### src/rtl/dmem_arbiter_if.sv
// Bus bundle between the two requesters, the arbiter and the data RAM.
interface dmem_arbiter_if;
    logic        p0_req;
    logic        p0_we;
    logic [31:0] p0_addr;
    logic [31:0] p0_wdata;
    logic [3:0]  p0_be;
    logic        p0_gnt;
    logic        p0_rvalid;
    logic [31:0] p0_rdata;
    logic        p0_err;

    logic        p1_req;
    logic        p1_we;
    logic [31:0] p1_addr;
    logic [31:0] p1_wdata;
    logic [3:0]  p1_be;
    logic        p1_gnt;
    logic        p1_rvalid;
    logic [31:0] p1_rdata;
    logic        p1_err;

    logic        ram_wen;
    logic        ram_ren;
    logic [31:0] ram_addr;
    logic [31:0] ram_wdata;
    logic [31:0] ram_rdata;

    // Arbiter side
    modport slave (
        input  p0_req, p0_we, p0_addr, p0_wdata, p0_be,
        input  p1_req, p1_we, p1_addr, p1_wdata, p1_be,
        input  ram_rdata,
        output p0_gnt, p0_rvalid, p0_rdata, p0_err,
        output p1_gnt, p1_rvalid, p1_rdata, p1_err,
        output ram_wen, ram_ren, ram_addr, ram_wdata
    );

    // Requester / RAM side
    modport master (
        output p0_req, p0_we, p0_addr, p0_wdata, p0_be,
        output p1_req, p1_we, p1_addr, p1_wdata, p1_be,
        output ram_rdata,
        input  p0_gnt, p0_rvalid, p0_rdata, p0_err,
        input  p1_gnt, p1_rvalid, p1_rdata, p1_err,
        input  ram_wen, ram_ren, ram_addr, ram_wdata
    );
endinterface

### src/rtl/dmem_arbiter.sv
// Two-port arbiter/sequencer for a single-port registered-read data RAM.
// Reads return one cycle after grant; partial stores become read-modify-write.
module dmem_arbiter #(
    parameter int MEM_WORDS  = 1024,
    parameter bit FIXED_PRIO = 1'b0
) (
    input  logic           clk,
    input  logic           rst_n,
    dmem_arbiter_if.slave  bus
);
    typedef enum logic {IDLE, RMW_WR} state_t;

    state_t      state, state_nxt;
    logic        rd_pending, rd_owner, rd_err, last_grant;
    logic [29:0] rmw_word;
    logic [31:0] rmw_wdata;
    logic [3:0]  rmw_be;

    logic        gnt0, gnt1, any_gnt;
    logic        g_we, g_oor;
    logic [31:0] g_addr, g_wdata;
    logic [3:0]  g_be;
    logic [31:0] merged;
    logic        wen, ren;
    logic [31:0] raddr, wdata;
    logic        v0, v1;

    // Address low bits are don't-care: the RAM is word addressed.
    logic unused_addr_lsbs;
    assign unused_addr_lsbs = ^{bus.p0_addr[1:0], bus.p1_addr[1:0]};

    // Arbitration: grants only in IDLE and never while reset is asserted.
    always_comb begin
        gnt0 = 1'b0;
        gnt1 = 1'b0;
        if (rst_n && state == IDLE) begin
            if (bus.p0_req && (!bus.p1_req || FIXED_PRIO || last_grant))
                gnt0 = 1'b1;
            else if (bus.p1_req)
                gnt1 = 1'b1;
        end
    end

    assign any_gnt = gnt0 | gnt1;
    assign g_we    = gnt1 ? bus.p1_we    : bus.p0_we;
    assign g_addr  = gnt1 ? bus.p1_addr  : bus.p0_addr;
    assign g_wdata = gnt1 ? bus.p1_wdata : bus.p0_wdata;
    assign g_be    = gnt1 ? bus.p1_be    : bus.p0_be;
    assign g_oor   = {1'b0, g_addr[31:2]} >= 31'(MEM_WORDS);

    // Byte merge of latched store data over the word just read back.
    always_comb begin
        merged = '0;
        for (int i = 0; i < 4; i++)
            merged[8*i +: 8] = rmw_be[i] ? rmw_wdata[8*i +: 8] : bus.ram_rdata[8*i +: 8];
    end

    // Next state and RAM command; address/data stay 0 unless an enable is up.
    always_comb begin
        state_nxt = state;
        wen       = 1'b0;
        ren       = 1'b0;
        raddr     = '0;
        wdata     = '0;
        if (rst_n) begin
            case (state)
                IDLE: begin
                    if (any_gnt && !g_oor) begin
                        if (!g_we) begin
                            ren   = 1'b1;
                            raddr = {g_addr[31:2], 2'b00};
                        end else if (g_be == 4'hF) begin
                            wen   = 1'b1;
                            raddr = {g_addr[31:2], 2'b00};
                            wdata = g_wdata;
                        end else if (g_be != 4'h0) begin
                            ren       = 1'b1;
                            raddr     = {g_addr[31:2], 2'b00};
                            state_nxt = RMW_WR;
                        end
                    end
                end
                RMW_WR: begin
                    wen       = 1'b1;
                    raddr     = {rmw_word, 2'b00};
                    wdata     = merged;
                    state_nxt = IDLE;
                end
                default: state_nxt = IDLE;
            endcase
        end
    end

    // State, read-response tracking, round-robin pointer and RMW latches.
    always_ff @(posedge clk or negedge rst_n) begin
        if (!rst_n) begin
            state      <= IDLE;
            rd_pending <= 1'b0;
            rd_owner   <= 1'b0;
            rd_err     <= 1'b0;
            last_grant <= 1'b1;
            rmw_word   <= '0;
            rmw_wdata  <= '0;
            rmw_be     <= '0;
        end else begin
            state      <= state_nxt;
            rd_pending <= any_gnt && !g_we;
            rd_owner   <= gnt1;
            rd_err     <= g_oor;
            if (any_gnt)
                last_grant <= gnt1;
            if (any_gnt && g_we) begin
                rmw_word  <= g_addr[31:2];
                rmw_wdata <= g_wdata;
                rmw_be    <= g_be;
            end
        end
    end

    assign v0 = rd_pending && !rd_owner;
    assign v1 = rd_pending &&  rd_owner;

    assign bus.p0_gnt    = gnt0;
    assign bus.p1_gnt    = gnt1;
    assign bus.p0_rvalid = v0;
    assign bus.p1_rvalid = v1;
    assign bus.p0_rdata  = (v0 && !rd_err) ? bus.ram_rdata : '0;
    assign bus.p1_rdata  = (v1 && !rd_err) ? bus.ram_rdata : '0;
    assign bus.p0_err    = v0 && rd_err;
    assign bus.p1_err    = v1 && rd_err;
    assign bus.ram_wen   = wen;
    assign bus.ram_ren   = ren;
    assign bus.ram_addr  = raddr;
    assign bus.ram_wdata = wdata;
endmodule

### src/flat_wrapper.sv
// flat-port wrapper written by rule: the top's interface ports become plain ports
module dmem_arbiter_flat 
#(
    parameter int MEM_WORDS  = 1024,
    parameter bit FIXED_PRIO = 1'b0
)
  (clk, rst_n, bus_p0_req, bus_p0_we, bus_p0_addr, bus_p0_wdata, bus_p0_be, bus_p1_req, bus_p1_we, bus_p1_addr, bus_p1_wdata, bus_p1_be, bus_ram_rdata, bus_p0_gnt, bus_p0_rvalid, bus_p0_rdata, bus_p0_err, bus_p1_gnt, bus_p1_rvalid, bus_p1_rdata, bus_p1_err, bus_ram_wen, bus_ram_ren, bus_ram_addr, bus_ram_wdata);
  dmem_arbiter_if bus_i ();
  input  logic clk;
  input  logic rst_n;
  input wire logic [$bits(bus_i.p0_req)-1:0] bus_p0_req;
  input wire logic [$bits(bus_i.p0_we)-1:0] bus_p0_we;
  input wire logic [$bits(bus_i.p0_addr)-1:0] bus_p0_addr;
  input wire logic [$bits(bus_i.p0_wdata)-1:0] bus_p0_wdata;
  input wire logic [$bits(bus_i.p0_be)-1:0] bus_p0_be;
  input wire logic [$bits(bus_i.p1_req)-1:0] bus_p1_req;
  input wire logic [$bits(bus_i.p1_we)-1:0] bus_p1_we;
  input wire logic [$bits(bus_i.p1_addr)-1:0] bus_p1_addr;
  input wire logic [$bits(bus_i.p1_wdata)-1:0] bus_p1_wdata;
  input wire logic [$bits(bus_i.p1_be)-1:0] bus_p1_be;
  input wire logic [$bits(bus_i.ram_rdata)-1:0] bus_ram_rdata;
  output wire logic [$bits(bus_i.p0_gnt)-1:0] bus_p0_gnt;
  output wire logic [$bits(bus_i.p0_rvalid)-1:0] bus_p0_rvalid;
  output wire logic [$bits(bus_i.p0_rdata)-1:0] bus_p0_rdata;
  output wire logic [$bits(bus_i.p0_err)-1:0] bus_p0_err;
  output wire logic [$bits(bus_i.p1_gnt)-1:0] bus_p1_gnt;
  output wire logic [$bits(bus_i.p1_rvalid)-1:0] bus_p1_rvalid;
  output wire logic [$bits(bus_i.p1_rdata)-1:0] bus_p1_rdata;
  output wire logic [$bits(bus_i.p1_err)-1:0] bus_p1_err;
  output wire logic [$bits(bus_i.ram_wen)-1:0] bus_ram_wen;
  output wire logic [$bits(bus_i.ram_ren)-1:0] bus_ram_ren;
  output wire logic [$bits(bus_i.ram_addr)-1:0] bus_ram_addr;
  output wire logic [$bits(bus_i.ram_wdata)-1:0] bus_ram_wdata;
  assign bus_i.p0_req = bus_p0_req;
  assign bus_i.p0_we = bus_p0_we;
  assign bus_i.p0_addr = bus_p0_addr;
  assign bus_i.p0_wdata = bus_p0_wdata;
  assign bus_i.p0_be = bus_p0_be;
  assign bus_i.p1_req = bus_p1_req;
  assign bus_i.p1_we = bus_p1_we;
  assign bus_i.p1_addr = bus_p1_addr;
  assign bus_i.p1_wdata = bus_p1_wdata;
  assign bus_i.p1_be = bus_p1_be;
  assign bus_i.ram_rdata = bus_ram_rdata;
  assign bus_p0_gnt = bus_i.p0_gnt;
  assign bus_p0_rvalid = bus_i.p0_rvalid;
  assign bus_p0_rdata = bus_i.p0_rdata;
  assign bus_p0_err = bus_i.p0_err;
  assign bus_p1_gnt = bus_i.p1_gnt;
  assign bus_p1_rvalid = bus_i.p1_rvalid;
  assign bus_p1_rdata = bus_i.p1_rdata;
  assign bus_p1_err = bus_i.p1_err;
  assign bus_ram_wen = bus_i.ram_wen;
  assign bus_ram_ren = bus_i.ram_ren;
  assign bus_ram_addr = bus_i.ram_addr;
  assign bus_ram_wdata = bus_i.ram_wdata;
  dmem_arbiter #(.MEM_WORDS(MEM_WORDS), .FIXED_PRIO(FIXED_PRIO)) u_core (.clk(clk), .rst_n(rst_n), .bus(bus_i));
endmodule
### config.mk
export PLATFORM = sky130hd
export DESIGN_NAME = dmem_arbiter_flat
export DESIGN_NICKNAME = d
export VERILOG_FILES = /design/src/rtl/dmem_arbiter_if.sv /design/src/rtl/dmem_arbiter.sv /design/src/flat_wrapper.sv
export SDC_FILE = /design/constraint.sdc
export NUM_CORES = 1
export LEC_CHECK = 0
export ABC_CLOCK_PERIOD_IN_PS = 1700
export CAP_MARGIN = 5
export CORE_AREA = 2 2 124 126
export CTS_CLUSTER_DIAMETER = 150
export DETAILED_ROUTE_END_ITERATION = 8
export DIE_AREA = 0 0 126 128
export GPL_TIMING_DRIVEN = 1
export HOLD_SLACK_MARGIN = 0.15
export PLACE_DENSITY = 0.77
export RECOVER_POWER = 25
export SETUP_SLACK_MARGIN = 0.15
export SYNTH_ARGS = -nofsm -noshare
export SYNTH_HDL_FRONTEND = slang
export SYNTH_SLANG_ARGS = --single-unit
### constraint.sdc
create_clock -name clk -period 1.7 [get_ports clk]
set_input_delay 0.17 -clock clk [delete_from_list [all_inputs] [get_ports clk]]
set_output_delay 0.17 -clock clk [all_outputs]
set_load 0.03 [all_outputs]
==> flow_summary.ini, run 1 <==
[worst_setup_path]
rrSetupSlack_ps = -510
slowest_stage = dfstp_2
critPathMaxStageDelay_ps = 540
required_ps = 1530
r2r_cells = 13
regToRegStartpoint = u_core.state
path_max_fanout = 6
cpMostUsedCell = buf_12
endpoint = bus_ram_wdata[13]
critPathLaunch = u_core.last_grant
critPathKind = flop to output pin
path_depth = 9
worstSetupEndpointType = output pin
startpoint_type = flop
crit_chain = nand2_2, a311o_1, o22ai_4, buf_12, o211ai_4, buf_12, buf_12, o22ai_4, buf_6
critPathTopFamily = compound AO/OA/AOI/OAI gates
worstPathArrival_ps = 2380
cp.buffers_inverters = 4
reg2reg_to = u_core.rmw_word[26]

[place]
globalplace.congestion = 0.866
place_inst = 1143
placement.setup.worst_slack_ps = -992
portBuffers = 303
dp_hpwl_mm = 15.2

[clock_network]
root_buffer = clkbuf_16
clock_sinks = 71
clk_latency_ps = 330
cts_buffer_depth = 2
path_clk_slew_ps = 70
cts_tree = done
cts_inserted_buffers = 9
h-tree-depth = 3

[route]
routed_wirelength_mm = 26.4
postRouteAntennaNets = 0
drc = 0
wl_per_cell_um = 21.7
viasPerCell = 5.33
first_iter_violations = 316
via_count = 6486
drtPass1Iterations = 4

[timing]
hold_viol_final = 24
fin_crit_sh = 1.50
finalMaxSlewViolations = 0
clock.fmax_mhz = 393
clock_skew_ps = 7.20
hold_ws_ps = -40.5
rsz0062_at_grt = true
setup_slack_ps = -847
finalSetupViolations = 176
timing.final.crit_period_ps = 2550
relSlewSlack = 0.642
tightest_slew_ps = 522

[layout]
final_util = 0.807
drive_above_1_share = 0.559
n_antenna_cell = 0
finalNetCount = 1198
layout_common_cells = 160 x clkdlybuf4s50_1, 131 x buf_6, 114 x buf_4
syn_to_final_growth_pct = 142
final_common_cell = clkdlybuf4s50_1
instances_no_fill = 1217

[grt]
overflow = 0
grt_pass1_wl_mm = 37.2
grtUsageTotal = 0.295
grt_pass1_vias = 6563
grt_antenna_before_repair = 0
grt_max_degree = 96

[job]
cap_violations = 0

[floorplan]
die_w_um = 126
die_h_um = 128
coreArea_mm2 = 0.0149
initial_utilization = 0.334
num_rows = 45
io_pins = 310
dieArea_mm2 = 0.0161

[synth]
ys_seq_elements = 71
async_flop_share = 1.00
ys_seq_area_frac = 0.358
synth_cell_type_count = 39
synth_warnings = 0
synth_cells = 575
avgSynthCellArea_um2 = 8.63
synth_edf_count = 0
synthesis.area_mm2 = 0.00496
synth_flop_cell = dfrtp_1

[worst_hold_path]
min_path_type = primary input to async pin

[power_and_ir_drop]
irDropWorstVdd_uv = 523
p_total_w = 0.00748
p_leak_nw = 5.20
power.density_mw_per_mm2 = 624

[status]
failed_checks = negative hold slack, negative setup slack
status = finished with violations
-- cell families (layout without fill, tap and decap cells) --
family          Yosys count  after routing  share of synthesized area
compound gates          123            124                      0.191
buf+inv                  52            503                     0.0489
flops                    71             71                      0.358
mux                      73             73                      0.147
other cells               1              2                   0.000756
simple gates            255            256                      0.254
-- per-stage QoR --
stage / setup TNS [ps] / hold slack (ps) / area (µm²)
after floorplan: -17370 / -126 / 5440
after global placement: -64530 / 346 / 9290
after detailed placement: -66950 / 351 / 9290
after CTS: -66590 / -0.492 / 11300
after global routing: -89270 / 10.2 / 12000
final: -76030 / -40.5 / 12000
-- state kept, by name, summed over array words and instances, names as in the netlist --
register / flops
u_core.rmw_word: 30
u_core.rmw_be: 4
u_core.rd_pending: 1
u_core.state: 1
u_core.rmw_wdata: 32
u_core.last_grant: 1
u_core.rd_err: 1
u_core.rd_owner: 1
-- layer usage --
metal / track usage / up-vias / routed length [µm]
met5: 0 / - / 0
met4: 0.112 / 0 / 1140
met3: 0.0426 / 79 / 1350
met2: 0.543 / 274 / 14100
met1: 0.348 / 3180 / 9890
li1: - / 2953 / -
-- layout make-up --
type | instances | area [µm²]
Inverter | 4 | 15.0
Sequential cell | 71 | 1780
Clock buffer | 9 | 225
Timing Repair Buffer | 483 | 5490
Multi-Input combinational cell | 455 | 4150
Tap cell | 188 | 235
Clock inverter | 7 | 97.6
Fill cell | 832 | 2880
-- worst reg2reg max path: stages, from the launching register on --
cell     delay [ps]
dfrtp_1         390
and2b_2         250
buf_6           120
nand3_4          80
buf_12          150
buf_16          130
buf_6           120
o21ai_4         160
buf_6           120
buf_6            90
buf_12          140
buf_12          110
buf_16          130
a31oi_1          90
-- synth_stat cells, types with 2 or more instances --
| cell type | instances | area [µm²] |
|---|---|---|
| nand4_1 | 2 | 12.5 |
| o21ai_1 | 10 | 50.1 |
| o22ai_1 | 4 | 25.0 |
| a21oi_1 | 43 | 215 |
| nor2_1 | 68 | 255 |
| buf_2 | 14 | 70.1 |
| and3_1 | 21 | 131 |
| nand4b_1 | 2 | 17.5 |
| o21ai_0 | 2 | 10.0 |
| buf_4 | 2 | 15.0 |
| o22ai_2 | 30 | 375 |
| buf_1 | 8 | 30.0 |
| and2_1 | 67 | 419 |
| mux2i_1 | 73 | 731 |
| or4_1 | 2 | 15.0 |
| buf_6 | 3 | 33.8 |
| nand3_1 | 5 | 25.0 |
| nand2_1 | 68 | 255 |
| nor2b_1 | 5 | 31.3 |
| dfrtp_1 | 70 | 1750 |
| a31oi_1 | 26 | 163 |
| inv_1 | 4 | 15.0 |
| clkbuf_1 | 21 | 78.8 |
| nor4_1 | 10 | 62.6 |
-- worst min path at each step --
stage	startpoint	to	slack, ps	cells past startpoint
6_report	rst_n	u_core.rmw_word[15]	-40	3
5_1_grt	rst_n	u_core.rmw_word[20]	10	3
4_1_cts	rst_n	u_core.rmw_word[12]	-0.5	3
3_5_place_dp	rst_n	u_core.rmw_word[15]	350	3
3_3_place_gp	rst_n	u_core.rmw_word[10]	350	3
2_1_floorplan	rst_n	u_core.rd_err	-130	0
-- power breakdown --
group,internal [W],total [W],switching [W]
Clock,0.00129,0.00208,0.000788
Sequential,0.00210,0.00248,0.000374
Combinational,0.00159,0.00293,0.00134
Total,0.00498,0.00748,0.00250
-- what timing repair did --
item,in CTS,in global routing
pin swaps,31,7
endpoints found under the hold margin,70,70
setup buffers,28,7
setup endpoints to repair,184,200
cloned,20,3
resized for setup,261,155
Note: power is estimated with default switching activity, not from simulation.
==> run 2, diff against run 1 <==
--- a/config.mk
+++ b/config.mk
@@ -5,14 +5,15 @@
 export SDC_FILE = /design/constraint.sdc
 export NUM_CORES = 1
 export LEC_CHECK = 0
-export ABC_CLOCK_PERIOD_IN_PS = 1700
 export CAP_MARGIN = 5
 export CORE_AREA = 2 2 124 126
 export CTS_CLUSTER_DIAMETER = 150
 export DETAILED_ROUTE_END_ITERATION = 8
 export DIE_AREA = 0 0 126 128
+export GPL_ROUTABILITY_DRIVEN = 0
 export GPL_TIMING_DRIVEN = 1
 export HOLD_SLACK_MARGIN = 0.15
+export MAX_ROUTING_LAYER = met4
 export PLACE_DENSITY = 0.77
 export RECOVER_POWER = 25
 export SETUP_SLACK_MARGIN = 0.15
==> run 2 against run 1 <==
- clock-buffer cell count unchanged
- critical path depth unchanged
- largest power group unchanged
- register-to-register slack hardly changed
- global-route usage is 0.90 points higher
- the flow still finishes with violations (negative hold slack, negative setup slack)
- combinational power hardly changed
- sequential share of layout area did not move
- highest routed layer unchanged
- first-iteration DRC count grew 22%
- cell area did not move
==> flow_summary.ini, run 2 (synthesis gave the netlist of run 1 again) <==
[grt]
grt_max_degree = 96
grtUsageTotal = 0.304
grt_antenna_before_repair = 0
grt_pass1_vias = 6565
grt_pass1_wl_mm = 37.2
overflow = 0

[timing]
finalSetupViolations = 176
tightest_slew_ps = 525
timing.final.crit_period_ps = 2550
rsz0062_at_grt = true
hold_ws_ps = -38.4
hold_viol_final = 23
fin_crit_sh = 1.50
finalMaxSlewViolations = 0
setup_tns_ps = -76480
clock_skew_ps = 7.35
clock.fmax_mhz = 392
relSlewSlack = 0.640
setup_slack_ps = -849

[worst_setup_path]
cpMostUsedCell = buf_12
path_max_fanout = 6
required_ps = 1530
startpoint_type = flop
critPathKind = flop to output pin
crit_chain = nand2_2, a311o_1, o22ai_4, buf_12, o211ai_4, buf_12, buf_12, o22ai_4, buf_6
critPathMaxStageDelay_ps = 540
slowest_stage = dfstp_2
worstSetupEndpointType = output pin
worstPathArrival_ps = 2380
critPathTopFamily = compound AO/OA/AOI/OAI gates
cp.buffers_inverters = 4

[route]
first_iter_violations = 386
viasPerCell = 5.33
routed_wirelength_mm = 26.5
via_count = 6488
postRouteAntennaNets = 0
wl_per_cell_um = 21.7
drc = 0
drtPass1Iterations = 4

[place]
portBuffers = 303
dp_hpwl_mm = 15.2
placement.setup.worst_slack_ps = -992
placed_cell_area_mm2 = 0.00929
place_inst = 1143

[layout]
largest_reg_flops = 32
final_area_mm2 = 0.0120
instances_no_fill = 1217
largest-register = u_core.rmw_wdata
drive_above_1_share = 0.559
top_regs = u_core.rmw_wdata x32, u_core.rmw_word x30, u_core.rmw_be x4
final_common_cell = clkdlybuf4s50_1
n_antenna_cell = 0
finalNetCount = 1198
fill_cells = 832
layout_common_cells = 160 x clkdlybuf4s50_1, 131 x buf_6, 114 x buf_4
syn_to_final_growth_pct = 142

[power_and_ir_drop]
p_leak_nw = 5.20
power.density_mw_per_mm2 = 624
irDropWorstVdd_uv = 523

[floorplan]
io_pins = 310
initial_utilization = 0.334
die_h_um = 128
dieArea_mm2 = 0.0161
die_w_um = 126
coreArea_mm2 = 0.0149
num_rows = 45

[clock_network]
clk_latency_ps = 330
root_buffer = clkbuf_16
cts_buffer_depth = 2
cts_inserted_buffers = 9
clock_sinks = 71
cts_tree = done
h-tree-depth = 3
path_clk_slew_ps = 60

[job]
cap_violations = 0

[status]
status = finished with violations
failed_checks = negative hold slack, negative setup slack

[worst_hold_path]
min_path_type = primary input to async pin
run 2: report_power, final:
group          switching [W]  total (W)  internal, W
Clock               0.000781    0.00207      0.00129
Sequential          0.000375    0.00248      0.00210
Combinational        0.00134    0.00293      0.00159
run 2: tightest hold or removal path: stages:
cell	delay, ps
buf_4	80
buf_4	110
buf_12	340
run 2: cell type report:
class | instances | area [µm²] | share of cell area
Tap cell | 188 | 235 | 0.0196
Inverter | 4 | 15.0 | 0.00125
Timing Repair Buffer | 483 | 5490 | 0.458
Clock buffer | 9 | 225 | 0.0188
Multi-Input combinational cell | 455 | 4150 | 0.346
Sequential cell | 71 | 1780 | 0.148
Clock inverter | 7 | 97.6 | 0.00814
run 2: worst paths after layout:
kind	from	end	slack, ps	depth (start not counted)
worst max-delay path	u_core.last_grant	bus_ram_wdata[13]	-850	9
worst min-delay path	rst_n	u_core.rmw_word[20]	-40	3
worst max register to register	u_core.state	u_core.rmw_word[26]	-510	13
worst min register to register	u_core.rmw_wdata[9]	u_core.rmw_wdata[9]	520	2
max in group asynchronous	rst_n	u_core.rd_err	1320	3
min in group clk	bus_p0_addr[14]	u_core.rmw_word[12]	210	3
run 2: timing repair:
item,4_1_cts,5_1_grt
cloned,20,3
setup endpoints to repair,184,200
setup buffers,28,7
resized for setup,261,155
hold endpoints to repair,70,70
pin swaps,31,7
run 2: stage by stage:
step                power (W)  hold WS, ps  utilization
global route          0.00778         5.07        0.807
CTS                   0.00696       -0.492        0.757
floorplan             0.00343         -126            -
detailed placement    0.00447          351        0.625
global placement      0.00442          346        0.625
finish                0.00748        -38.4        0.807
run 2: metal layers:
layer / up-vias / global-route usage / wire [µm]
li1: 2958 / - / -
met1: 3155 / 0.350 / 9820
met2: 291 / 0.541 / 14000
met3: 84 / 0.0422 / 1410
met4: 0 / 0.115 / 1180
met5: - / - / 0
==> run 3, diff against run 2 <==
--- a/config.mk
+++ b/config.mk
@@ -16,7 +16,7 @@
 export MAX_ROUTING_LAYER = met4
 export PLACE_DENSITY = 0.77
 export RECOVER_POWER = 25
-export SETUP_SLACK_MARGIN = 0.15
+export SETUP_SLACK_MARGIN = 0.3
 export SYNTH_ARGS = -nofsm -noshare
 export SYNTH_HDL_FRONTEND = slang
 export SYNTH_SLANG_ARGS = --single-unit
==> run 3 against run 2 <==
- the flow finishes with violations (negative setup slack)
- final cell count decreased by 0.82%
- non-clock buffer count down 8
- critical endpoint is now bus_ram_wdata[8]
- hold slack better by 140 ps
- routed wire length decreased by 5.4%
- clock skew shrank 1.8 ps
==> flow_summary.ini, run 3 (synthesis gave the netlist of run 1 again) <==
[status]
status = finished with violations
failed_checks = negative setup slack

[floorplan]
initial_utilization = 0.334
coreArea_mm2 = 0.0149
die_h_um = 128
dieArea_mm2 = 0.0161
num_rows = 45
io_pins = 310
die_w_um = 126

[layout]
final_common_cell = clkdlybuf4s50_1
largest_reg_flops = 32
n_antenna_cell = 0
syn_to_final_growth_pct = 136
layout_common_cells = 160 x clkdlybuf4s50_1, 129 x buf_6, 112 x buf_4
top_regs = u_core.rmw_wdata x32, u_core.rmw_word x30, u_core.rmw_be x4
final_util = 0.789
largest-register = u_core.rmw_wdata
fill_cells = 927
drive_above_1_share = 0.543
instances_no_fill = 1207
finalNetCount = 1189

[timing]
hold_viol_final = 0
clock.fmax_mhz = 394
finalMaxSlewViolations = 0
relSlewSlack = 0.646
setup_tns_ps = -71500
rsz0062_at_grt = true
tightest_slew_ps = 516
setup_slack_ps = -837
fin_crit_sh = 1.49
finalSetupViolations = 176
clock_skew_ps = 5.59
timing.final.crit_period_ps = 2540
hold_ws_ps = 97.7

[grt]
grt_pass1_vias = 6665
grt_max_degree = 96
grtUsageTotal = 0.308
grt_pass1_wl_mm = 37.6
grt_antenna_before_repair = 0
overflow = 0

[route]
viasPerCell = 5.27
drtPass1Iterations = 4
first_iter_violations = 294
wl_per_cell_um = 20.7
via_count = 6364
drc = 0
routed_wirelength_mm = 25.0
postRouteAntennaNets = 0

[clock_network]
clk_latency_ps = 330
h-tree-depth = 3
path_clk_slew_ps = 60
cts_inserted_buffers = 9
clock_sinks = 71
cts_buffer_depth = 2
cts_tree = done
root_buffer = clkbuf_16

[power_and_ir_drop]
power.density_mw_per_mm2 = 611
p_seq_frac = 0.344
power.net_switching_w = 0.00235
swShare = 0.328
p_int_w = 0.00481
irDropWorstVdd_uv = 398
p_leak_nw = 5.10
clkPwrFrac = 0.270
power_frac_comb = 0.386

[place]
portBuffers = 303
dp_hpwl_mm = 14.8
place_inst = 1132
placement.setup.worst_slack_ps = -1020

[worst_setup_path]
regToRegStartpoint = u_core.state
required_ps = 1530
path_max_fanout = 8
worstPathArrival_ps = 2370
critPathKind = primary input to output pin
startpoint_type = primary input
worstSetupEndpointType = output pin
critPathLaunch = bus_p0_addr[17]

[worst_hold_path]
min_path_type = primary input to async pin

[job]
cap_violations = 0
run 3: changes by cell type in the layout (fill, tap and decap cells not counted), moves of 3 or more:
cell and change:
a31oi_1 +11, clkbuf_16 -5, buf_16 +6, a31oi_4 -9
and3_1 -3, nor2_1 +4, nor2_2 -6, a21oi_1 -4
buf_8 -5, and3_4 +3, a21oi_2 +3
run 3: metrics by stage:
stage | area (µm²) | total power (W)
after floorplan | 5560 | 0.00346
after global placement | 9300 | 0.00440
after detailed placement | 9300 | 0.00445
after CTS | 11500 | 0.00694
after global routing | 11700 | 0.00747
final | 11700 | 0.00716
run 3: cell type report:
cell class | count | area [µm²] | share of cell area
timing repair buffer | 475 | 5380 | 0.459
multi-input combinational | 454 | 4020 | 0.343
sequential | 71 | 1780 | 0.152
clock buffer | 11 | 253 | 0.0216
tap | 188 | 235 | 0.0201
clock inverter | 4 | 45.0 | 0.00384
inverter | 4 | 18.8 | 0.00160
run 3: worst paths after layout:
kind | endpoint | slack (ps) | cells after the start
max in group asynchronous | u_core.last_grant | 1230 | 3
worst max register to register | u_core.rmw_wdata[17] | -530 | 13
worst min register to register | u_core.rmw_wdata[26] | 520 | 2
worst max-delay path | bus_ram_wdata[8] | -840 | 10
worst min-delay path | u_core.rd_pending | 100 | 3
min in group clk | u_core.rmw_word[12] | 250 | 3
run 3: layer usage:
layer,vias up,share of wire,global-route usage
li1,2948,-,-
met2,263,0.54,0.567
met1,3098,0.37,0.329
met3,55,0.052,0.0518
met4,0,0.030,0.122
met5,-,0,-
run 3: critical path, cell delays in order:
cell and delay (ps):
dlygate4sd2_1 240, or4_1 530, a311o_1 380, o22ai_4 180, buf_12 140, o211ai_4 100, buf_12 160, buf_12 150
o22ai_4 160, buf_12 140
run 3: power by group through the flow:
stage	Combinational [W]	Clock, W	Sequential, W
6_report	0.00276	0.00193	0.00246
5_1_grt	0.00294	0.00203	0.00250
4_1_cts	0.00259	0.00197	0.00238
3_5_place_dp	0.00209	0	0.00236
3_3_place_gp	0.00206	0	0.00234
2_1_floorplan	0.00119	0	0.00228
run 3: repair_timing:
| action | CTS | global route |
|---|---|---|
| endpoints found under the setup margin | 203 | 202 |
| pin swaps | 40 | 4 |
| setup buffers | 34 | 4 |
| gates resized for setup | 295 | 57 |
| gates cloned | 22 | 0 |
| hold endpoints to repair | 70 | 70 |
